`src/rtl/cnn_pkg.sv`:
```
// Shared constants and types for the CNN feature-map pipeline.
//
// Purpose:
//   Holds the sample width, the conv2 output feature-map size (8x8), and the
//   derived pooled-map size (4x4). It also holds the per-pixel role
//   enumeration that the pooling top uses to steer its channel slices.
//   A small helper returns an index width that is never zero.
//
// Ports: none (package).
//
// Configuration macro used by the pooling slices: MAXPOOL2_RELU_EN.
package cnn_pkg;

  // Signed sample width on the conv2 -> pool path.
  localparam int CNN_DATA_BITS = 12;

  // conv2 output feature map dimensions.
  localparam int CONV2_WIDTH  = 8;
  localparam int CONV2_HEIGHT = 8;

  // 2x2 stride-2 pooling halves each dimension.
  localparam int POOL_WIDTH  = CONV2_WIDTH / 2;
  localparam int POOL_HEIGHT = CONV2_HEIGHT / 2;

  // What a valid pixel does inside a channel slice, decided from the
  // parity of its column and row:
  //   ROLE_HOLD - even column: load the pair register.
  //   ROLE_LINE - odd column, even row: write the pair max to the line buffer.
  //   ROLE_POOL - odd column, odd row: combine with the line buffer and emit.
  //   ROLE_IDLE - no valid pixel this cycle, so all state holds.
  typedef enum logic [1:0] {
    ROLE_IDLE = 2'd0,
    ROLE_HOLD = 2'd1,
    ROLE_LINE = 2'd2,
    ROLE_POOL = 2'd3
  } pixel_role_e;

  // Index width for a counter or memory of n entries. The result is at
  // least 1, so small configurations never produce zero-width vectors.
  function automatic int clog2_min1(input int n);
    return (n <= 2) ? 1 : $clog2(n);
  endfunction

endpackage

```
`src/rtl/maxpool_relu2_if.sv`:
```
// Stream interface between conv2, the 2x2 max-pool block, and its consumer.
//
// Purpose:
//   Bundles the three-channel input sample stream and the pooled output
//   stream of maxpool_relu2.
//
// Signals:
//   valid_in               - one raster-order pixel per channel this cycle
//   conv2_out_1/2/3        - signed conv2 samples, channels 1-3
//   max_value_1/2/3        - signed pooled results, channels 1-3
//   valid_out              - max_value_* are valid this cycle
//   frame_done             - pulse with the last pooled output of a frame
//
// Modports:
//   master - the upstream/environment side. It drives the samples and
//            observes the results.
//   slave  - the pooling block. It consumes the samples and drives the
//            results.
interface maxpool_relu2_if
  import cnn_pkg::*;
#(
  parameter int DATA_BITS = CNN_DATA_BITS
);

  logic                        valid_in;
  logic signed [DATA_BITS-1:0] conv2_out_1;
  logic signed [DATA_BITS-1:0] conv2_out_2;
  logic signed [DATA_BITS-1:0] conv2_out_3;

  logic signed [DATA_BITS-1:0] max_value_1;
  logic signed [DATA_BITS-1:0] max_value_2;
  logic signed [DATA_BITS-1:0] max_value_3;
  logic                        valid_out;
  logic                        frame_done;

  modport master (
    output valid_in,
    output conv2_out_1,
    output conv2_out_2,
    output conv2_out_3,
    input  max_value_1,
    input  max_value_2,
    input  max_value_3,
    input  valid_out,
    input  frame_done
  );

  modport slave (
    input  valid_in,
    input  conv2_out_1,
    input  conv2_out_2,
    input  conv2_out_3,
    output max_value_1,
    output max_value_2,
    output max_value_3,
    output valid_out,
    output frame_done
  );

endinterface

```
`src/rtl/pool2_channel.sv`:
```
// One channel of 2x2 stride-2 max pooling.
//
// Purpose:
//   Holds the datapath for a single channel: an optional ReLU clamp, the
//   horizontal pair register, a line buffer of WIDTH/2 pair maxima from the
//   even row, the signed comparators, and the registered pooled result.
//   The pixel counters live in the top, which tells this slice what to do
//   through the role and address inputs.
//
// Ports:
//   clk        - clock; state changes on the rising edge
//   rst_n      - synchronous active-low reset
//   role       - action for this cycle's pixel (see cnn_pkg::pixel_role_e)
//   addr       - line buffer address, equal to column / 2
//   sample     - signed input sample for this channel
//   max_value  - registered pooled result; holds between results
//
// Configuration:
//   MAXPOOL2_RELU_EN - when defined, negative samples are clamped to zero
//                      before pooling.
module pool2_channel
  import cnn_pkg::*;
#(
  parameter int WIDTH     = CONV2_WIDTH,
  parameter int DATA_BITS = CNN_DATA_BITS,
  parameter int ADDR_W    = clog2_min1(WIDTH / 2)
) (
  input  logic                        clk,
  input  logic                        rst_n,
  input  pixel_role_e                 role,
  input  logic [ADDR_W-1:0]           addr,
  input  logic signed [DATA_BITS-1:0] sample,
  output logic signed [DATA_BITS-1:0] max_value
);

  localparam int LINE_DEPTH = WIDTH / 2;

  logic signed [DATA_BITS-1:0] sample_act;
  logic signed [DATA_BITS-1:0] pair_reg;
  logic signed [DATA_BITS-1:0] pair_max;
  logic signed [DATA_BITS-1:0] line_rd;
  logic signed [DATA_BITS-1:0] pool_max;

  // Pair maxima of the even row, one per output column. This buffer is not
  // reset. Every entry is written in the even row before the odd row reads
  // it, so stale contents are never used.
  logic signed [DATA_BITS-1:0] line_buf [LINE_DEPTH];

  // Signed maximum. On a tie both operands are equal, so either one is fine.
  function automatic logic signed [DATA_BITS-1:0] smax(
    input logic signed [DATA_BITS-1:0] a,
    input logic signed [DATA_BITS-1:0] b
  );
    return (a > b) ? a : b;
  endfunction

  // Optional activation. The clamp happens before any comparison, so every
  // stored or emitted value is already non-negative when it is enabled.
  always_comb begin
    sample_act = sample;
`ifdef MAXPOOL2_RELU_EN
    if (sample[DATA_BITS-1]) begin
      sample_act = '0;
    end
`endif
  end

  // Horizontal and vertical reductions. These are evaluated every cycle and
  // only take effect through the role-qualified registers below.
  always_comb begin
    pair_max = smax(pair_reg, sample_act);
    line_rd  = line_buf[addr];
    pool_max = smax(line_rd, pair_max);
  end

  // Pair register and output register. Both are reset and both hold unless
  // their role is active.
  always_ff @(posedge clk) begin
    if (!rst_n) begin
      pair_reg  <= '0;
      max_value <= '0;
    end else begin
      if (role == ROLE_HOLD) begin
        pair_reg <= sample_act;
      end
      if (role == ROLE_POOL) begin
        max_value <= pool_max;
      end
    end
  end

  // Line buffer write on odd columns of even rows.
  always_ff @(posedge clk) begin
    if (role == ROLE_LINE) begin
      line_buf[addr] <= pair_max;
    end
  end

endmodule

```
`src/rtl/maxpool_relu2.sv`:
```
// Three-channel 2x2 stride-2 max pooling with optional ReLU, after conv2.
//
// Purpose:
//   Takes a raster-order stream of WIDTH x HEIGHT pixels per channel and
//   emits WIDTH/2 x HEIGHT/2 pooled values per channel. The output appears
//   one cycle after the fourth contributing pixel. The column and row
//   counters and the valid/frame_done timing are shared. Each channel's
//   datapath is a pool2_channel instance, and all three run in lock-step.
//
// Ports:
//   clk    - clock; state changes on the rising edge
//   rst_n  - synchronous active-low reset; abandons any partial frame
//   bus    - maxpool_relu2_if.slave: valid_in, conv2_out_1..3 in;
//            max_value_1..3, valid_out, frame_done out
//
// Configuration:
//   MAXPOOL2_RELU_EN - when defined, negative samples are clamped to zero
//                      before pooling (handled in pool2_channel).
module maxpool_relu2
  import cnn_pkg::*;
#(
  parameter int WIDTH     = CONV2_WIDTH,
  parameter int HEIGHT    = CONV2_HEIGHT,
  parameter int DATA_BITS = CNN_DATA_BITS
) (
  input  logic            clk,
  input  logic            rst_n,
  maxpool_relu2_if.slave  bus
);

  localparam int COL_W  = clog2_min1(WIDTH);
  localparam int ROW_W  = clog2_min1(HEIGHT);
  localparam int ADDR_W = clog2_min1(WIDTH / 2);

  localparam logic [COL_W-1:0] COL_LAST = COL_W'(WIDTH - 1);
  localparam logic [ROW_W-1:0] ROW_LAST = ROW_W'(HEIGHT - 1);

  logic [COL_W-1:0]  col;
  logic [ROW_W-1:0]  row;
  logic              col_last;
  logic              row_last;
  logic [COL_W-1:0]  col_half;
  logic [ADDR_W-1:0] line_addr;
  pixel_role_e       role;
  logic              valid_out_r;
  logic              frame_done_r;

  assign col_last  = (col == COL_LAST);
  assign row_last  = (row == ROW_LAST);
  assign col_half  = col >> 1;
  assign line_addr = col_half[ADDR_W-1:0];

  // Raster position of the pixel currently on the input. The counters move
  // only on valid pixels. When the last row wraps, the next valid pixel is
  // (0,0) of a new frame, with no gap required.
  always_ff @(posedge clk) begin
    if (!rst_n) begin
      col <= '0;
      row <= '0;
    end else if (bus.valid_in) begin
      if (col_last) begin
        col <= '0;
        row <= row_last ? '0 : row + 1'b1;
      end else begin
        col <= col + 1'b1;
      end
    end
  end

  // Decode what this pixel contributes. The low bit of each counter gives
  // its parity, which holds because WIDTH and HEIGHT are even.
  always_comb begin
    role = ROLE_IDLE;
    if (bus.valid_in) begin
      if (!col[0]) begin
        role = ROLE_HOLD;
      end else if (!row[0]) begin
        role = ROLE_LINE;
      end else begin
        role = ROLE_POOL;
      end
    end
  end

  // The channel slices register their result on the same edge, so valid_out
  // lines up with max_value_*. frame_done marks the bottom-right pooled
  // output only.
  always_ff @(posedge clk) begin
    if (!rst_n) begin
      valid_out_r  <= 1'b0;
      frame_done_r <= 1'b0;
    end else begin
      valid_out_r  <= (role == ROLE_POOL);
      frame_done_r <= (role == ROLE_POOL) && col_last && row_last;
    end
  end

  assign bus.valid_out  = valid_out_r;
  assign bus.frame_done = frame_done_r;

  pool2_channel #(
    .WIDTH     (WIDTH),
    .DATA_BITS (DATA_BITS),
    .ADDR_W    (ADDR_W)
  ) u_ch1 (
    .clk       (clk),
    .rst_n     (rst_n),
    .role      (role),
    .addr      (line_addr),
    .sample    (bus.conv2_out_1),
    .max_value (bus.max_value_1)
  );

  pool2_channel #(
    .WIDTH     (WIDTH),
    .DATA_BITS (DATA_BITS),
    .ADDR_W    (ADDR_W)
  ) u_ch2 (
    .clk       (clk),
    .rst_n     (rst_n),
    .role      (role),
    .addr      (line_addr),
    .sample    (bus.conv2_out_2),
    .max_value (bus.max_value_2)
  );

  pool2_channel #(
    .WIDTH     (WIDTH),
    .DATA_BITS (DATA_BITS),
    .ADDR_W    (ADDR_W)
  ) u_ch3 (
    .clk       (clk),
    .rst_n     (rst_n),
    .role      (role),
    .addr      (line_addr),
    .sample    (bus.conv2_out_3),
    .max_value (bus.max_value_3)
  );

endmodule

```
`src/flat_wrapper.sv`:
```
// flat-port wrapper written by rule: the top's interface ports become plain ports
module maxpool_relu2_flat import cnn_pkg::*;
#(
  parameter int WIDTH     = CONV2_WIDTH,
  parameter int HEIGHT    = CONV2_HEIGHT,
  parameter int DATA_BITS = CNN_DATA_BITS
)
  (clk, rst_n, bus_valid_in, bus_conv2_out_1, bus_conv2_out_2, bus_conv2_out_3, bus_max_value_1, bus_max_value_2, bus_max_value_3, bus_valid_out, bus_frame_done);
  maxpool_relu2_if #(.DATA_BITS(DATA_BITS)) bus_i ();
  input  logic clk;
  input  logic rst_n;
  input wire logic [$bits(bus_i.valid_in)-1:0] bus_valid_in;
  input wire logic [$bits(bus_i.conv2_out_1)-1:0] bus_conv2_out_1;
  input wire logic [$bits(bus_i.conv2_out_2)-1:0] bus_conv2_out_2;
  input wire logic [$bits(bus_i.conv2_out_3)-1:0] bus_conv2_out_3;
  output wire logic [$bits(bus_i.max_value_1)-1:0] bus_max_value_1;
  output wire logic [$bits(bus_i.max_value_2)-1:0] bus_max_value_2;
  output wire logic [$bits(bus_i.max_value_3)-1:0] bus_max_value_3;
  output wire logic [$bits(bus_i.valid_out)-1:0] bus_valid_out;
  output wire logic [$bits(bus_i.frame_done)-1:0] bus_frame_done;
  assign bus_i.valid_in = bus_valid_in;
  assign bus_i.conv2_out_1 = bus_conv2_out_1;
  assign bus_i.conv2_out_2 = bus_conv2_out_2;
  assign bus_i.conv2_out_3 = bus_conv2_out_3;
  assign bus_max_value_1 = bus_i.max_value_1;
  assign bus_max_value_2 = bus_i.max_value_2;
  assign bus_max_value_3 = bus_i.max_value_3;
  assign bus_valid_out = bus_i.valid_out;
  assign bus_frame_done = bus_i.frame_done;
  maxpool_relu2 #(.WIDTH(WIDTH), .HEIGHT(HEIGHT), .DATA_BITS(DATA_BITS)) u_core (.clk(clk), .rst_n(rst_n), .bus(bus_i));
endmodule
```
`config.mk`:
```
export PLATFORM = sky130hd
export DESIGN_NAME = maxpool_relu2_flat
export DESIGN_NICKNAME = d
export VERILOG_FILES = /design/src/rtl/cnn_pkg.sv /design/src/rtl/maxpool_relu2_if.sv /design/src/rtl/pool2_channel.sv /design/src/rtl/maxpool_relu2.sv /design/src/flat_wrapper.sv
export SDC_FILE = /design/constraint.sdc
export NUM_CORES = 1
export LEC_CHECK = 0
export ABC_AREA = 1
export CAP_MARGIN = 20
export CORE_ASPECT_RATIO = 1.25
export CORE_UTILIZATION = 60
export CTS_BUF_LIST = sky130_fd_sc_hd__clkbuf_4 sky130_fd_sc_hd__clkbuf_8 sky130_fd_sc_hd__clkbuf_16
export DETAILED_ROUTE_END_ITERATION = 12
export GPL_TIMING_DRIVEN = 0
export PLACE_DENSITY = 0.81
export SYNTH_ARGS = -nofsm -noshare
export SYNTH_HDL_FRONTEND = slang
export SYNTH_SLANG_ARGS = --single-unit
```
`constraint.sdc`:
```
create_clock -name clk -period 5.4 [get_ports clk]
set_input_delay 1.62 -clock clk [delete_from_list [all_inputs] [get_ports clk]]
set_output_delay 1.62 -clock clk [all_outputs]
set_load 0.02 [all_outputs]
```
==> results.sh, run 1 <==
export IMPL_status="complete, no violations"
export IMPL_cts_sinks=226
export IMPL_syn_inst=1307
export IMPL_cp_max_fo=10
export IMPL_top_layer="met4"
export IMPL_ctsHoldBuffers=0
export IMPL_avgViaCountPerCell=5.64
export IMPL_syn_area_mm2=0.0120
export IMPL_hpwl_um=21900
export IMPL_synth_warnings=0
export IMPL_fin_ws_ps=347
export IMPL_grt_start_max_net_pins=15
export IMPL_antenna_cells=0
export IMPL_initial_core_util_pct=61.4
export IMPL_synth_most_common_cell="nand2_1"
export IMPL_drtIter0Drc=801
export IMPL_syn_nets=1422
export IMPL_worstMarginPinSlew_ps=1000
export IMPL_setup_viol=0
export IMPL_hold_viol=0
export IMPL_place_congestion=0.892
export IMPL_dr_pass1_iters=6
export IMPL_finalMaxSlewViolations=0
export IMPL_core_area_mm2=0.0195
export IMPL_rsz0062_at_grt="no"
export IMPL_synth_edff_count=144
export IMPL_synth_top_area_cell="edfxtp_1"
export IMPL_drc=0
export IMPL_ctsHtreeMaxLevel=1
export IMPL_num_rows=57
export IMPL_grtUsageTotal_pct=29.7
export IMPL_ant_nets=0
export IMPL_avgSynthCellArea_um2=9.17
export IMPL_worstPathArrival_ps=5410
export IMPL_synth_main_ff_cell="edfxtp_1"
export IMPL_clockBufferDepth=3
export IMPL_postCtsSetupBuffers=0
export IMPL_fill_cells=1416
export IMPL_maxSlewHeadroom_pct=32.8
export IMPL_wl_per_cell_um=17.5
export IMPL_dpl_worst_slack_ps=-55.1
export IMPL_synth_common_cells="292 x nand2_1, 150 x inv_1, 144 x edfxtp_1, 100 x nor2_1"
export IMPL_largestRegisters="u_core.u_ch1.line_buf (48), u_core.u_ch2.line_buf (48), u_core.u_ch3.line_buf (48)"
export IMPL_path_clk_slew_ps=60
export IMPL_worstSetupPathType="input port to flip-flop"
export IMPL_clk_latency_ps=510
export IMPL_vdd_drop_max_uv=247
export IMPL_drive_gt1_share_pct=15.5
export IMPL_met3_length_um=2540
export IMPL_finalPower_w=0.00462
export IMPL_cts_resized=0
export IMPL_critical_path_required_ps=5750
export IMPL_cts_tree="done"
export IMPL_ys_seq_area_share_pct=49.8
export IMPL_die_w_um=128
export IMPL_worst_setup_path_end_kind="flip-flop"
export IMPL_grt_pass1_vias=9254
export IMPL_hp_class="flip-flop to flip-flop"
export IMPL_portBuffers=76
export IMPL_antenna_found_initial=0
export IMPL_ys_seq_elements=226
export IMPL_fmax_mhz=198
export IMPL_numCtsBuffers=22
export IMPL_seq_area_mm2=0.00597
export IMPL_leakage_nw=5.96
export IMPL_grt_overflow=0
export IMPL_fin_crit_sh_pct=93.6
export IMPL_worst_setup_path_start_kind="input port"
export IMPL_yosysUniqueCellTypes=39
export IMPL_wl_um=29900
export IMPL_multi_input_area_mm2=0.00505
export IMPL_final_nets=1537
export IMPL_finalHoldWorstSlack_ps=476
export IMPL_met2_length_um=14000
export IMPL_min_period_ps=5050
export IMPL_area_growth_synth_to_final_pct=16.9
export IMPL_dieArea_mm2=0.0206
export IMPL_num_io_pins=77
export IMPL_cap_violations=0
export IMPL_async_flop_share_pct=0
export IMPL_synthTopCellsByArea="edfxtp_1 36%, dfxtp_1 14%, nand2_1 9.1%"
export IMPL_die_y_um=160
export IMPL_synth_top_area_share_pct=36.1
export IMPL_wl_met1_um=12600
export IMPL_clock_skew_ps=21.2
export IMPL_root_buffer="clkbuf_16"
export IMPL_grt_pass1_wl_um=47400
export IMPL_powerDensity_mw_per_mm2=330
export IMPL_via_count=9601
==> placed cells by master, fill, tap and decap left out, types with 16 or more instances in the layout <==
cell type        netlist  layout
nand2_1              292     292
inv_1                150     150
edfxtp_1             144     144
nor2_1               100     100
o21ai_0               82      82
dfxtp_1               82      82
a21oi_1               78      78
ha_1                  76      76
clkdlybuf4s50_1        0      76
nand3_2               52      52
nand3_1               45      45
a21oi_2               31      31
clkbuf_1              23      23
nand2_2               23      23
clkbuf_16              0      23
o22ai_1               22      22
buf_6                  4      16
==> stage by stage <==
| stage | area [um2] | TNS, ps | utilization [%] | std cells |
|---|---|---|---|---|
| 2_1_floorplan | 12000 | 0 | - | 1307 |
| 3_3_place_gp | 13100 | -251380 | 66.9 | 1648 |
| 3_5_place_dp | 13300 | -295 | 67.9 | 1663 |
| 4_1_cts | 14000 | 0 | 71.7 | 1703 |
| 5_1_grt | 14000 | 0 | 71.7 | 1703 |
| 6_report | 14000 | 0 | 71.7 | 1703 |
==> logic make-up (layout without fill, tap and decap cells) <==
logic type                 after synthesis  count (layout)  share of synthesized area (%)
adders and majority gates               76              76                           7.93
buffers and inverters                  218             349                           8.29
DFF                                    226             226                           49.8
and+or+nand+nor                        554             554                           22.4
AOI/OAI and AO/OA                      233             233                           11.6
==> layer usage <==
layer	GRT usage, %	vias to the layer above
li1	-	4632
met1	41.7	4511
met2	47.9	403
met3	3.79	55
met4	9.04	0
met5	0	-
==> layout make-up <==
cell class	instances	area share, %
inverter	158	4.24
buffer	60	2.85
clock buffer	37	4.99
sequential	226	42.6
tap	265	2.37
timing repair buffer	91	6.66
multi-input combinational	863	36.0
clock inverter	3	0.277
==> worst paths after layout <==
| path | start | to | slack, ps | depth (start not counted) |
|---|---|---|---|---|
| worst max-delay path | bus_conv2_out_1[11] | u_core.u_ch1.max_value[9] | 350 | 23 |
| worst min-delay path | u_core.u_ch3.max_value[3] | u_core.u_ch3.max_value[3] | 480 | 2 |
| worst max register to register | u_core.u_ch1.pair_reg[11] | u_core.u_ch1.max_value[9] | 1710 | 21 |
| worst min register to register | u_core.u_ch3.max_value[3] | u_core.u_ch3.max_value[3] | 480 | 2 |
==> critical path, stage by stage <==
cell and delay, ps:
clkdlybuf4s50_1 510, inv_1 70, ha_1 350, a21o_1 200, nor2_1 210, nand4_1 140
nand3_2 110, buf_4 170, nand2_1 90, nand2_1 220, inv_1 90, ha_1 360
nand2_1 90, nor2_1 160, and2_1 170, nand2_1 80, nand4_1 120, nand3_4 140
buf_6 170, nor2_1 80, nor2_1 50, nand2_1 120, a21oi_2 60
==> report_power, final <==
group / switching, W / leakage [nW] / total, W / internal [W]
combinational: 0.000704 / 3.60 / 0.00110 / 0.000394
sequential: 0.0000304 / 1.99 / 0.00196 / 0.00193
clock: 0.000630 / 0.375 / 0.00156 / 0.000930
total: 0.00136 / 5.96 / 0.00462 / 0.00325
Power figures use the tool's default switching activity.
==> inputs of run 2 (changes only) <==
--- a/config.mk
+++ b/config.mk
@@ -8,11 +8,12 @@
 export ABC_AREA = 1
 export CAP_MARGIN = 20
 export CORE_ASPECT_RATIO = 1.25
-export CORE_UTILIZATION = 60
+export CORE_UTILIZATION = 40
 export CTS_BUF_LIST = sky130_fd_sc_hd__clkbuf_4 sky130_fd_sc_hd__clkbuf_8 sky130_fd_sc_hd__clkbuf_16
 export DETAILED_ROUTE_END_ITERATION = 12
 export GPL_TIMING_DRIVEN = 0
-export PLACE_DENSITY = 0.81
+export PLACE_DENSITY = 0.58
+export REMOVE_ABC_BUFFERS = 1
 export SYNTH_ARGS = -nofsm -noshare
 export SYNTH_HDL_FRONTEND = slang
 export SYNTH_SLANG_ARGS = --single-unit
==> run 2 against run 1 <==
  * Combinational power decreased by 10%
  * Largest cell class unchanged
  * Non-clock buffer count is 47 lower
  * Critical path depth up 2
  * Critical endpoint is now u_core.u_ch3.max_value[0]
==> results.sh, run 2 (same netlist as run 1, synthesis figures left out) <==
export IMPL_status="complete, no violations"
export IMPL_path_clk_slew_ps=60
export IMPL_worst_path_buf_inv=4
export IMPL_worstPathArrival_ps=5470
export IMPL_ctsHtreeMaxLevel=1
export IMPL_clk_latency_ps=520
export IMPL_hold_viol=0
export IMPL_min_period_ps=5070
export IMPL_slowest_delay_ps=490
export IMPL_grt_start_max_net_pins=45
export IMPL_leakage_nw=5.89
export IMPL_antenna_cells=0
export IMPL_cp_common_cell="nand2_1"
export IMPL_critical_path_required_ps=5800
export IMPL_via_count=8917
export IMPL_internal_power_w=0.00336
export IMPL_grtUsageTotal_pct=18.5
export IMPL_fmax_mhz=197
export IMPL_place_area_mm2=0.0132
export IMPL_num_rows=70
export IMPL_setup_viol=0
export IMPL_largestRegisters="u_core.u_ch1.line_buf (48), u_core.u_ch2.line_buf (48), u_core.u_ch3.line_buf (48)"
export IMPL_placed_cells=1741
export IMPL_ctsHoldBuffers=0
export IMPL_grt_pass1_vias=8669
export IMPL_hp_class="flip-flop to flip-flop"
export IMPL_num_io_pins=77
export IMPL_drc=0
export IMPL_numCtsBuffers=24
export IMPL_worstSetupPathType="input port to flip-flop"
export IMPL_met3_length_um=807
export IMPL_pwr_share_seq_pct=41.4
export IMPL_rsz0062_at_grt="no"
export IMPL_cp_slowest_cell="clkdlybuf4s50_1"
export IMPL_worst_setup_path_end_kind="flip-flop"
export IMPL_clockBufferDepth=3
export IMPL_root_buffer="clkbuf_16"
export IMPL_final_nets=1493
export IMPL_cts_sinks=226
export IMPL_die_w_um=157
export IMPL_die_y_um=196
export IMPL_core_area_mm2=0.0293
export IMPL_grt_pass1_wl_um=44700
export IMPL_area_growth_synth_to_final_pct=17.9
export IMPL_cap_violations=0
export IMPL_dr_pass1_iters=4
export IMPL_crit_family="simple AND/OR/NAND/NOR gates"
export IMPL_swShare_pct=29.1
export IMPL_wl_met1_um=11900
export IMPL_portBuffers=76
export IMPL_clock_skew_ps=7.22
export IMPL_grt_overflow=0
export IMPL_antenna_found_initial=0
export IMPL_pwr_share_comb_pct=20.8
export IMPL_dieArea_mm2=0.0307
export IMPL_design_area_mm2=0.0141
export IMPL_layout_common_cells="291 x nand2_1, 148 x inv_1, 144 x edfxtp_1"
export IMPL_top_layer="met4"
export IMPL_drtIter0Drc=345
export IMPL_avgViaCountPerCell=4.98
export IMPL_finalMaxSlewViolations=0
export IMPL_initial_core_util_pct=40.9
export IMPL_p_clk_share_pct=37.7
export IMPL_fin_crit_sh_pct=93.9
export IMPL_fin_cells=1792
export IMPL_p_sw_w=0.00138
export IMPL_drive_gt1_share_pct=15.1
export IMPL_powerDensity_mw_per_mm2=335
export IMPL_ant_nets=0
export IMPL_cts_tree="done"
export IMPL_wl_um=27600
export IMPL_layout_cells_most_common="nand2_1"
export IMPL_met2_length_um=14200
export IMPL_worstMarginPinSlew_ps=1050
export IMPL_hpwl_um=18900
export IMPL_maxSlewHeadroom_pct=29.9
export IMPL_cp_max_fo=12
export IMPL_place_congestion=0.758
export IMPL_worst_setup_path_start_kind="input port"
export IMPL_wl_per_cell_um=15.4
export IMPL_vdd_drop_max_uv=212
==> run 2: routing by layer <==
metal  up-vias  track usage, %
li1       4544               -
met5         -               0
met2       134            33.5
met3        46            2.00
met1      4193            22.7
met4         0            5.48
==> run 2: cell type report <==
cell class / count / area, um2
fill: 2799 / 15200
sequential: 226 / 5970
multi-input combinational: 864 / 5110
timing repair buffer: 104 / 1110
clock buffer: 27 / 641
inverter: 158 / 594
tap: 396 / 495
clock inverter: 17 / 221
==> run 2: final timing paths <==
| check | cells past startpoint | slack (ps) | startpoint | endpoint |
|---|---|---|---|---|
| worst max-delay path | 25 | 330 | bus_conv2_out_3[11] | u_core.u_ch3.max_value[0] |
| worst max register to register | 15 | 1660 | flip-flop | u_core.u_ch1.max_value[4] |
| worst min-delay path | 2 | 460 | u_core.u_ch1.max_value[1] | u_core.u_ch1.max_value[1] |
| worst min register to register | 2 | 460 | u_core.u_ch1.max_value[1] | u_core.u_ch1.max_value[1] |
==> run 2: timing repair <==
item,CTS,global route
gates resized for setup,2,5
setup buffers,1,5
endpoints found under the hold margin,0,0
cloned,0,1
endpoints found under the setup margin,24,36
pin swaps,1,2
==> run 2: through the flow <==
stage	utilization (%)	setup WS [ps]	TNS, ps	hold WS [ps]	power, W
after global routing	48.2	65.0	0	489	0.00500
after global placement	43.8	-2310	-373590	456	0.00294
after floorplan	-	324	0	447	0.00270
after detailed placement	44.9	-1100	-23670	459	0.00298
after CTS	47.9	161	0	469	0.00478
final	48.2	328	0	465	0.00474
==> run 2: power by group through the flow <==
| stage | combinational, W | sequential (W) | clock, W |
|---|---|---|---|
| 3_5_place_dp | 0.000972 | 0.00200 | 0 |
| 4_1_cts | 0.000980 | 0.00197 | 0.00184 |
| 2_1_floorplan | 0.000701 | 0.00200 | 0 |
| 3_3_place_gp | 0.000929 | 0.00201 | 0 |
| 6_report | 0.000987 | 0.00197 | 0.00179 |
| 5_1_grt | 0.00113 | 0.00197 | 0.00190 |
==> run 2: worst register-to-register path, delay by kind of cell (launching register included) <==
| kind | cells | cell delay, ps |
|---|---|---|
| compound gates | 3 | 320 |
| fa+ha+maj | 1 | 350 |
| buf+inv | 2 | 690 |
| flops | 1 | 1010 |
| simple gates | 9 | 1250 |
